$ cat src/rtl/host_bus_master.sv
// host_bus_master: initiator for the host register bus (BusMode/Sel/Rd_DS/Wr_RW
// strobes, active-low Rdy_Dtack). Turns single-word read/write requests from a
// local controller into bus cycles and returns read data or a timeout error.
//
// Ports:
//   clk, rst                 clock, asynchronous active-high reset
//   req_valid/req_ready      request handshake; req_wr, req_addr, req_wdata payload
//   rsp_valid                one-cycle completion pulse; rsp_rdata, rsp_err
//   BusMode                  constant 1 (Intel-style strobes)
//   Addr, DataIn             bus address / write data (held between cycles)
//   Sel, Rd_DS, Wr_RW        active-low select / read / write strobes
//   DataOut, Rdy_Dtack       responder read data / active-low ack
//
// Optional feature: define HBM_TIMEOUT_EN to add the 16-bit timeout counter
// that aborts a stalled cycle after TMO_CYC strobe cycles with rsp_err=1.
// Without it the strobe phase waits indefinitely and rsp_err stays 0.
module host_bus_master #(
  parameter int unsigned ADDR_W   = 12,
  parameter int unsigned DATA_W   = 16,
  parameter int unsigned HOLD_CYC = 1,
  parameter int unsigned TMO_CYC  = 255
) (
  input  logic              clk,
  input  logic              rst,
  input  logic              req_valid,
  output logic              req_ready,
  input  logic              req_wr,
  input  logic [ADDR_W-1:0] req_addr,
  input  logic [DATA_W-1:0] req_wdata,
  output logic              rsp_valid,
  output logic [DATA_W-1:0] rsp_rdata,
  output logic              rsp_err,
  output logic              BusMode,
  output logic [ADDR_W-1:0] Addr,
  output logic              Sel,
  output logic              Rd_DS,
  output logic              Wr_RW,
  output logic [DATA_W-1:0] DataIn,
  input  logic [DATA_W-1:0] DataOut,
  input  logic              Rdy_Dtack
);

  localparam int unsigned HOLD_W = 4;
  localparam int unsigned TMO_W  = 16;

  // {Sel, Rd_DS, Wr_RW} codes; nothing else is ever driven
  localparam logic [2:0] STB_IDLE = 3'b111;
  localparam logic [2:0] STB_WR   = 3'b010;
  localparam logic [2:0] STB_RD   = 3'b001;

  // Elaboration-time range checks on the timing parameters
  if (HOLD_CYC == 0 || HOLD_CYC > 15) begin : g_bad_hold
    $error("host_bus_master: HOLD_CYC must be 1..15");
  end
  if (TMO_CYC == 0 || TMO_CYC > 65535) begin : g_bad_tmo
    $error("host_bus_master: TMO_CYC must be 1..65535");
  end

  typedef enum logic [2:0] {
    S_IDLE,
    S_SETUP,
    S_STROBE,
    S_HOLD,
    S_RECOVER
  } state_t;

  state_t            state, state_d;
  logic [2:0]        stb, stb_d;
  logic              wr_q, wr_d;
  logic [ADDR_W-1:0] addr_d;
  logic [DATA_W-1:0] data_in_d;
  logic              req_ready_d;
  logic              rsp_valid_d;
  logic              rsp_err_d;
  logic [DATA_W-1:0] rsp_rdata_d;
  logic [HOLD_W-1:0] hold_cnt, hold_cnt_d;
`ifdef HBM_TIMEOUT_EN
  logic [TMO_W-1:0]  tmo_cnt, tmo_cnt_d;
`endif

  assign {Sel, Rd_DS, Wr_RW} = stb;

  // State and registered outputs
  always_ff @(posedge clk or posedge rst) begin
    if (rst) begin
      state     <= S_IDLE;
      stb       <= STB_IDLE;
      wr_q      <= 1'b0;
      Addr      <= '0;
      DataIn    <= '0;
      req_ready <= 1'b1;
      rsp_valid <= 1'b0;
      rsp_err   <= 1'b0;
      rsp_rdata <= '0;
      hold_cnt  <= '0;
      BusMode   <= 1'b1;
`ifdef HBM_TIMEOUT_EN
      tmo_cnt   <= '0;
`endif
    end else begin
      state     <= state_d;
      stb       <= stb_d;
      wr_q      <= wr_d;
      Addr      <= addr_d;
      DataIn    <= data_in_d;
      req_ready <= req_ready_d;
      rsp_valid <= rsp_valid_d;
      rsp_err   <= rsp_err_d;
      rsp_rdata <= rsp_rdata_d;
      hold_cnt  <= hold_cnt_d;
      BusMode   <= 1'b1;
`ifdef HBM_TIMEOUT_EN
      tmo_cnt   <= tmo_cnt_d;
`endif
    end
  end

  // Next state and next values of every registered output
  always_comb begin
    state_d     = state;
    stb_d       = stb;
    wr_d        = wr_q;
    addr_d      = Addr;
    data_in_d   = DataIn;
    req_ready_d = req_ready;
    rsp_valid_d = 1'b0;
    rsp_err_d   = 1'b0;
    rsp_rdata_d = rsp_rdata;
    hold_cnt_d  = hold_cnt;
`ifdef HBM_TIMEOUT_EN
    tmo_cnt_d   = tmo_cnt;
`endif

    case (state)
      S_IDLE: begin
        if (req_valid && req_ready) begin
          wr_d        = req_wr;
          addr_d      = req_addr;
          data_in_d   = req_wdata;
          req_ready_d = 1'b0;
`ifdef HBM_TIMEOUT_EN
          tmo_cnt_d   = '0;
`endif
          state_d     = S_SETUP;
        end
      end

      // Address/data already stable; assert the strobe from the next cycle
      S_SETUP: begin
        stb_d   = wr_q ? STB_WR : STB_RD;
        state_d = S_STROBE;
      end

      S_STROBE: begin
        if (!Rdy_Dtack) begin
          hold_cnt_d = '0;
          state_d    = S_HOLD;
        end
`ifdef HBM_TIMEOUT_EN
        else begin
          tmo_cnt_d = tmo_cnt + TMO_W'(1);
          if (tmo_cnt_d == TMO_W'(TMO_CYC)) begin
            stb_d       = STB_IDLE;
            rsp_valid_d = 1'b1;
            rsp_err_d   = 1'b1;
            rsp_rdata_d = '0;
            state_d     = S_RECOVER;
          end
        end
`endif
      end

      // Ack deassertion here is ignored; the last hold cycle samples DataOut,
      // giving the registered responder data at least one cycle to settle
      S_HOLD: begin
        if (hold_cnt == HOLD_W'(HOLD_CYC - 1)) begin
          stb_d       = STB_IDLE;
          rsp_valid_d = 1'b1;
          rsp_rdata_d = wr_q ? '0 : DataOut;
          state_d     = S_RECOVER;
        end else begin
          hold_cnt_d = hold_cnt + HOLD_W'(1);
        end
      end

      S_RECOVER: begin
        req_ready_d = 1'b1;
        state_d     = S_IDLE;
      end

      default: begin
        stb_d       = STB_IDLE;
        req_ready_d = 1'b1;
        state_d     = S_IDLE;
      end
    endcase
  end

endmodule

$ cat config.mk
export PLATFORM = sky130hd
export DESIGN_NAME = host_bus_master
export DESIGN_NICKNAME = d
export VERILOG_FILES = /design/src/rtl/host_bus_master.sv
export SDC_FILE = /design/constraint.sdc
export NUM_CORES = 1
export LEC_CHECK = 0
export ABC_CLOCK_PERIOD_IN_PS = 3450
export BUFFER_PORTS_ARGS = -buffer_cell sky130_fd_sc_hd__buf_2
export CORE_AREA = 2 2 79 81
export CTS_CLUSTER_DIAMETER = 120
export CTS_CLUSTER_SIZE = 10
export DETAILED_ROUTE_END_ITERATION = 7
export DIE_AREA = 0 0 81 83
export GPL_ROUTABILITY_DRIVEN = 0
export PLACE_DENSITY = 0.71
export SYNTH_ARGS = -nofsm -noshare
export SYNTH_HDL_FRONTEND = slang
export SYNTH_SLANG_ARGS = --single-unit
$ cat constraint.sdc
create_clock -name clk -period 3.45 [get_ports clk]
set_input_delay 0.8625 -clock clk [delete_from_list [all_inputs] [get_ports clk]]
set_output_delay 0.8625 -clock clk [all_outputs]
set_load 0.02 [all_outputs]
Yosys cells after proc, flatten, opt, wreduce, memory -nomap -nowiden
Cells that the tools add are included.
{ "word_totals": {"reg_bits": 57, "in_bits": 49, "wordCells": 47} }
{ "classes": {"n_addsub": 1, "eq_ne": 8, "mux": 15, "bitwise_logic": 2, "reduce_logical": 12} }
{ "ops": {"columns": ["op", "n"], "rows": [
  ["$mux W16", 1],
  ["$mux W3", 4],
  ["$pmux W3 S4", 1],
  ["$pmux W3 S3", 1],
  ["$mux W4", 2],
  ["$ne A2 B2 Y1 const B", 4],
  ["$pmux W4 S2", 1],
  ["$reduce_and A2 Y1", 4],
  ["$eq A3 B2 Y1 const B", 2],
  ["$reduce_and A3 Y1", 2],
  ["$reduce_or A3 Y1", 2],
  ["$add A4 B1 Y4 const B", 1],
  ["$logic_not A4 Y1", 1],
  ["$eq A3 B1 Y1 const B", 1],
  ["$eq A3 B3 Y1 const B", 1],
  ["$logic_not A3 Y1", 1],
  ["$mux W1", 3],
  ["$mux W2", 1],
  ["$not A1 Y1", 2],
  ["$pmux W1 S2", 1],
  ["$reduce_bool A2 Y1", 1],
  ["$logic_and A1 B1 Y1", 1]
]} }

Longest topological paths before layout
{ "depth": {"word_depth": 4, "ltp_mapped": 6, "depth_no_buf": 5} }

Worst setup path after synthesis
Ideal clock, no wire load.
{ "synth_timing": {"path_kind": "register to register", "from": "reg hold_cnt[0]", "to": "reg rsp_rdata[0]", "arrival_time_ns": 1.832, "path_slack_ns": 1.493, "path_stages_with_launch": 7, "synth_period_minus_slack_ns": 1.957, "path_cell_list": "dfrtp_1 > inv_1 > ha_1 > or3b_4 > nor3_4 > buf_12 > mux2_4"} }
{ "synth_via": {"elab_chain_cells": 2} }
{ "synth_lines": {"columns": ["element", "line", "text"], "rows": [
  ["from (decl)", "76", "logic [HOLD_W-1:0] hold_cnt, hold_cnt_d;"],
  ["from (signal assigned)", "110", "hold_cnt <= hold_cnt_d;"],
  ["$logic_not A4 Y1", "176", "if (hold_cnt == HOLD_W'(HOLD_CYC - 1)) begin"],
  ["$reduce_and A2 Y1 (no line)", null, null],
  ["to (signal assigned)", "109", "rsp_rdata <= rsp_rdata_d;"],
  ["to (decl)", "31", "output logic [DATA_W-1:0] rsp_rdata,"]
]} }
No other way between the ends.
A chain may end at the register's enable or synchronous reset.

Worst setup path after layout
{ "layout_timing": {"from": "reg state[0]", "to": "reg Addr[5]"} }
{ "layout_via": {"elab_chain_cells": 2} }
{ "layout_lines": {"columns": ["element", "line", "text"], "rows": [
  ["from (decl)", "67", "state_t state, state_d;"],
  ["from (signal assigned)", "101", "state <= state_d;"],
  ["$logic_not A3 Y1", "134", "case (state)"],
  ["$reduce_and A2 Y1 (no line)", null, null],
  ["to (signal assigned)", "104", "Addr <= addr_d;"],
  ["to (decl)", "34", "output logic [ADDR_W-1:0] Addr,"]
]} }
No other way between the ends.

==> results.json <==
{
  "clockRootBuffer": "clkbuf_8",
  "synthFlopType": "dfrtp_1",
  "grt.overflow.total": 0,
  "synth_nets": 235,
  "place_ws_ns": 1.27,
  "grt_pass1_wl_um": 8090,
  "diodes": 0,
  "clock_latency_ns": 0.32,
  "syn_to_final_growth_pct": 28.1,
  "max_slew.worst_pin.slew_ns": 0.871,
  "core_region_area_um2": 5820,
  "numCtsBuffers": 9,
  "skew_ns": 0.00591,
  "antenna_found_initial": 0,
  "nets": 334,
  "synth-edff-count": 0,
  "drcViolationCount": 0,
  "synth_compound_area_share_pct": 3.58,
  "crit_required_ns": 3.65,
  "slew_viol_final": 0,
  "async_flop_share_pct": 100,
  "cts_tree": "yes",
  "synth-seq-area-share_pct": 57.7,
  "worstPathArrival_ns": 2.26,
  "yosys.area_share.simple_pct": 12.0,
  "cts_resized": 0,
  "cellLeakagePower_nw": 1.56,
  "drtPass1Iterations": 4,
  "vdd_drop_max_mv": 0.442,
  "viasPerCell": 4.85,
  "slew_headroom_pct": 41.8,
  "outcome": "finished clean",
  "setup_viol": 0,
  "grt_max_degree": 38,
  "rsz0062_at_grt": "false",
  "cp_max_fo": 26,
  "drtIter0Drc": 98,
  "num_vias": 1745,
  "yosys.area_share.adder_pct": 1.01,
  "hold_class": "flip-flop to flip-flop",
  "yosys_warnings": 0,
  "row_count": 28,
  "cts_sinks": 57,
  "dieWidth_um": 81,
  "ant_nets": 0,
  "cts.clk_slew.worst_paths_ns": 0.06,
  "port_buffers": 97,
  "crit_path_end_kind": "flip-flop",
  "track_usage_pct": 15.6,
  "pin_count": 100,
  "fin_crit_ns": 2.05,
  "hpwl_um": 3470,
  "syn_area_um2": 2480,
  "utilization_pct": 54.6,
  "num-fill-cells": 515,
  "finalHoldViolCount": 0,
  "wl_per_cell_um": 13.5,
  "tns_ns": 0,
  "drt-total-wl_um": 4870,
  "finalPower_mw": 3.23,
  "worstSetupStartpointType": "flip-flop",
  "drive_gt1_share_pct": 58.2,
  "grt_pass1_vias": 1817,
  "cts_hold_buf": 0,
  "layout_setup_ws_ns": 1.40,
  "ys_types": 31,
  "synth_xor_area_share_pct": 0,
  "powerDensity_nw_per_um2": 1020,
  "clock.fmax_mhz": 487,
  "ys_ff_latch": 57,
  "drv_cap": 0,
  "initial_core_util_pct": 42.6,
  "synth_top_family_by_area": "multiplexers",
  "die_area_um2": 6720,
  "syn_inst": 184,
  "critPathKind": "flip-flop to flip-flop",
  "period_share_pct": 59.5,
  "die_y_um": 83,
  "cts_setup_buffers": 0,
  "clk_path_buf_depth": 2,
  "htree_levels": 3,
  "synth.avg_cell_area_um2": 13.5,
  "synthMuxAreaShare_pct": 21.8
}
per-layer routing:
layer | track usage, % | routed length, um
met1 | 18.5 | 2070
met2 | 25.8 | 2510
met3 | 2.93 | 197
met4 | 9.55 | 91
met5 | 0 | 0
worst paths after layout:
check                            end  slack [ns]  depth (start not counted)      from
max                          Addr[5]        1.40                          4  state[0]
min                          Addr[3]        0.50                          1   Addr[3]
max reg2reg                  Addr[5]        1.40                          4  state[0]
min reg2reg                  Addr[3]        0.50                          1   Addr[3]
max in group asynchronous     stb[0]        2.08                          3       rst
min in group asynchronous  DataIn[9]        0.53                          2       rst
cell usage in the layout, fill, tap and decap left out:
| master | instances |
|---|---|
| a211oi_1 | 1 |
| nand2b_1 | 1 |
| o211ai_1 | 1 |
| nor3b_1 | 3 |
| or4_1 | 1 |
| clkbuf_1 | 1 |
| mux2_4 | 9 |
| buf_2 | 97 |
| dfstp_2 | 4 |
| o21ai_0 | 4 |
| nor2b_1 | 17 |
| a21oi_1 | 3 |
| inv_2 | 1 |
| nor3_1 | 4 |
| inv_1 | 3 |
| nor3_4 | 1 |
| or3_1 | 1 |
| dfrtp_1 | 53 |
| a211o_1 | 2 |
| nor2_1 | 4 |
| a31oi_1 | 1 |
| o31ai_1 | 2 |
| ha_1 | 2 |
| conb_1 | 2 |
| and4b_1 | 1 |
| buf_4 | 3 |
| nand2_1 | 4 |
| nand3_1 | 8 |
| or4b_2 | 2 |
| or3b_4 | 1 |
| clkbuf_8 | 12 |
| mux2_2 | 36 |
registers in the layout (all words and copies together) (netlist names):
signal	count
state	3
req_ready	1
stb	3
rsp_rdata	16
hold_cnt	4
wr_q	1
rsp_valid	1
Addr	12
DataIn	16
worst max-delay path, cell delays in order (launching register included):
cell and delay (ns):
dfrtp_1 0.57, nor2_1 0.25, and4b_1 0.36, buf_4 0.36
mux2_2 0.38
stage by stage:
stage / instances / area, um2 / hold slack [ns]
after CTS: 360 / 3180 / 0.504
final: 360 / 3180 / 0.498
after global placement: 347 / 3010 / 0.484
after global routing: 360 / 3180 / 0.519
after floorplan: 184 / 2480 / 0.524
after detailed placement: 347 / 3010 / 0.490
kinds of logic (layout without fill, tap and decap cells):
| family | after synthesis | after routing |
|---|---|---|
| adder cells (fa/ha/maj) | 2 | 2 |
| buffers and inverters | 16 | 117 |
| AO/OA/AOI/OAI | 14 | 14 |
| AND/OR/NAND/NOR | 48 | 48 |
| flip-flops | 57 | 57 |
| multiplexers | 45 | 45 |
| other | 2 | 2 |
area by class of cell:
cell class              instances  area [um2]  share of cell area, %
multi-input cells             111         958                   30.2
well taps                      75        93.8                   2.96
flip-flops and latches         57        1430                   45.1
clock buffers                  13         169                   5.32
repair buffers                100         508                   16.0
inverters                       4        15.0                  0.473
cells in the mapped netlist, drive strengths merged (3+ instances only):
cell / count / area share [%]
o21ai: 4 / 0.81
nand3: 8 / 1.6
dfstp: 4 / 4.2
dfrtp: 53 / 54
inv: 4 / 0.61
buf: 7 / 2.2
nor3: 5 / 1.5
nor3b: 3 / 0.91
a21oi: 3 / 0.61
mux2: 45 / 22
nand2: 4 / 0.61
nor2b: 17 / 4.3
nor2: 4 / 0.61
clkbuf: 5 / 0.76
power breakdown:
group	internal [mW]	switching, mW
logic	0.655	0.775
registers	1.01	0.251
clock network	0.308	0.232
Note: power is estimated with default switching activity, not from simulation.
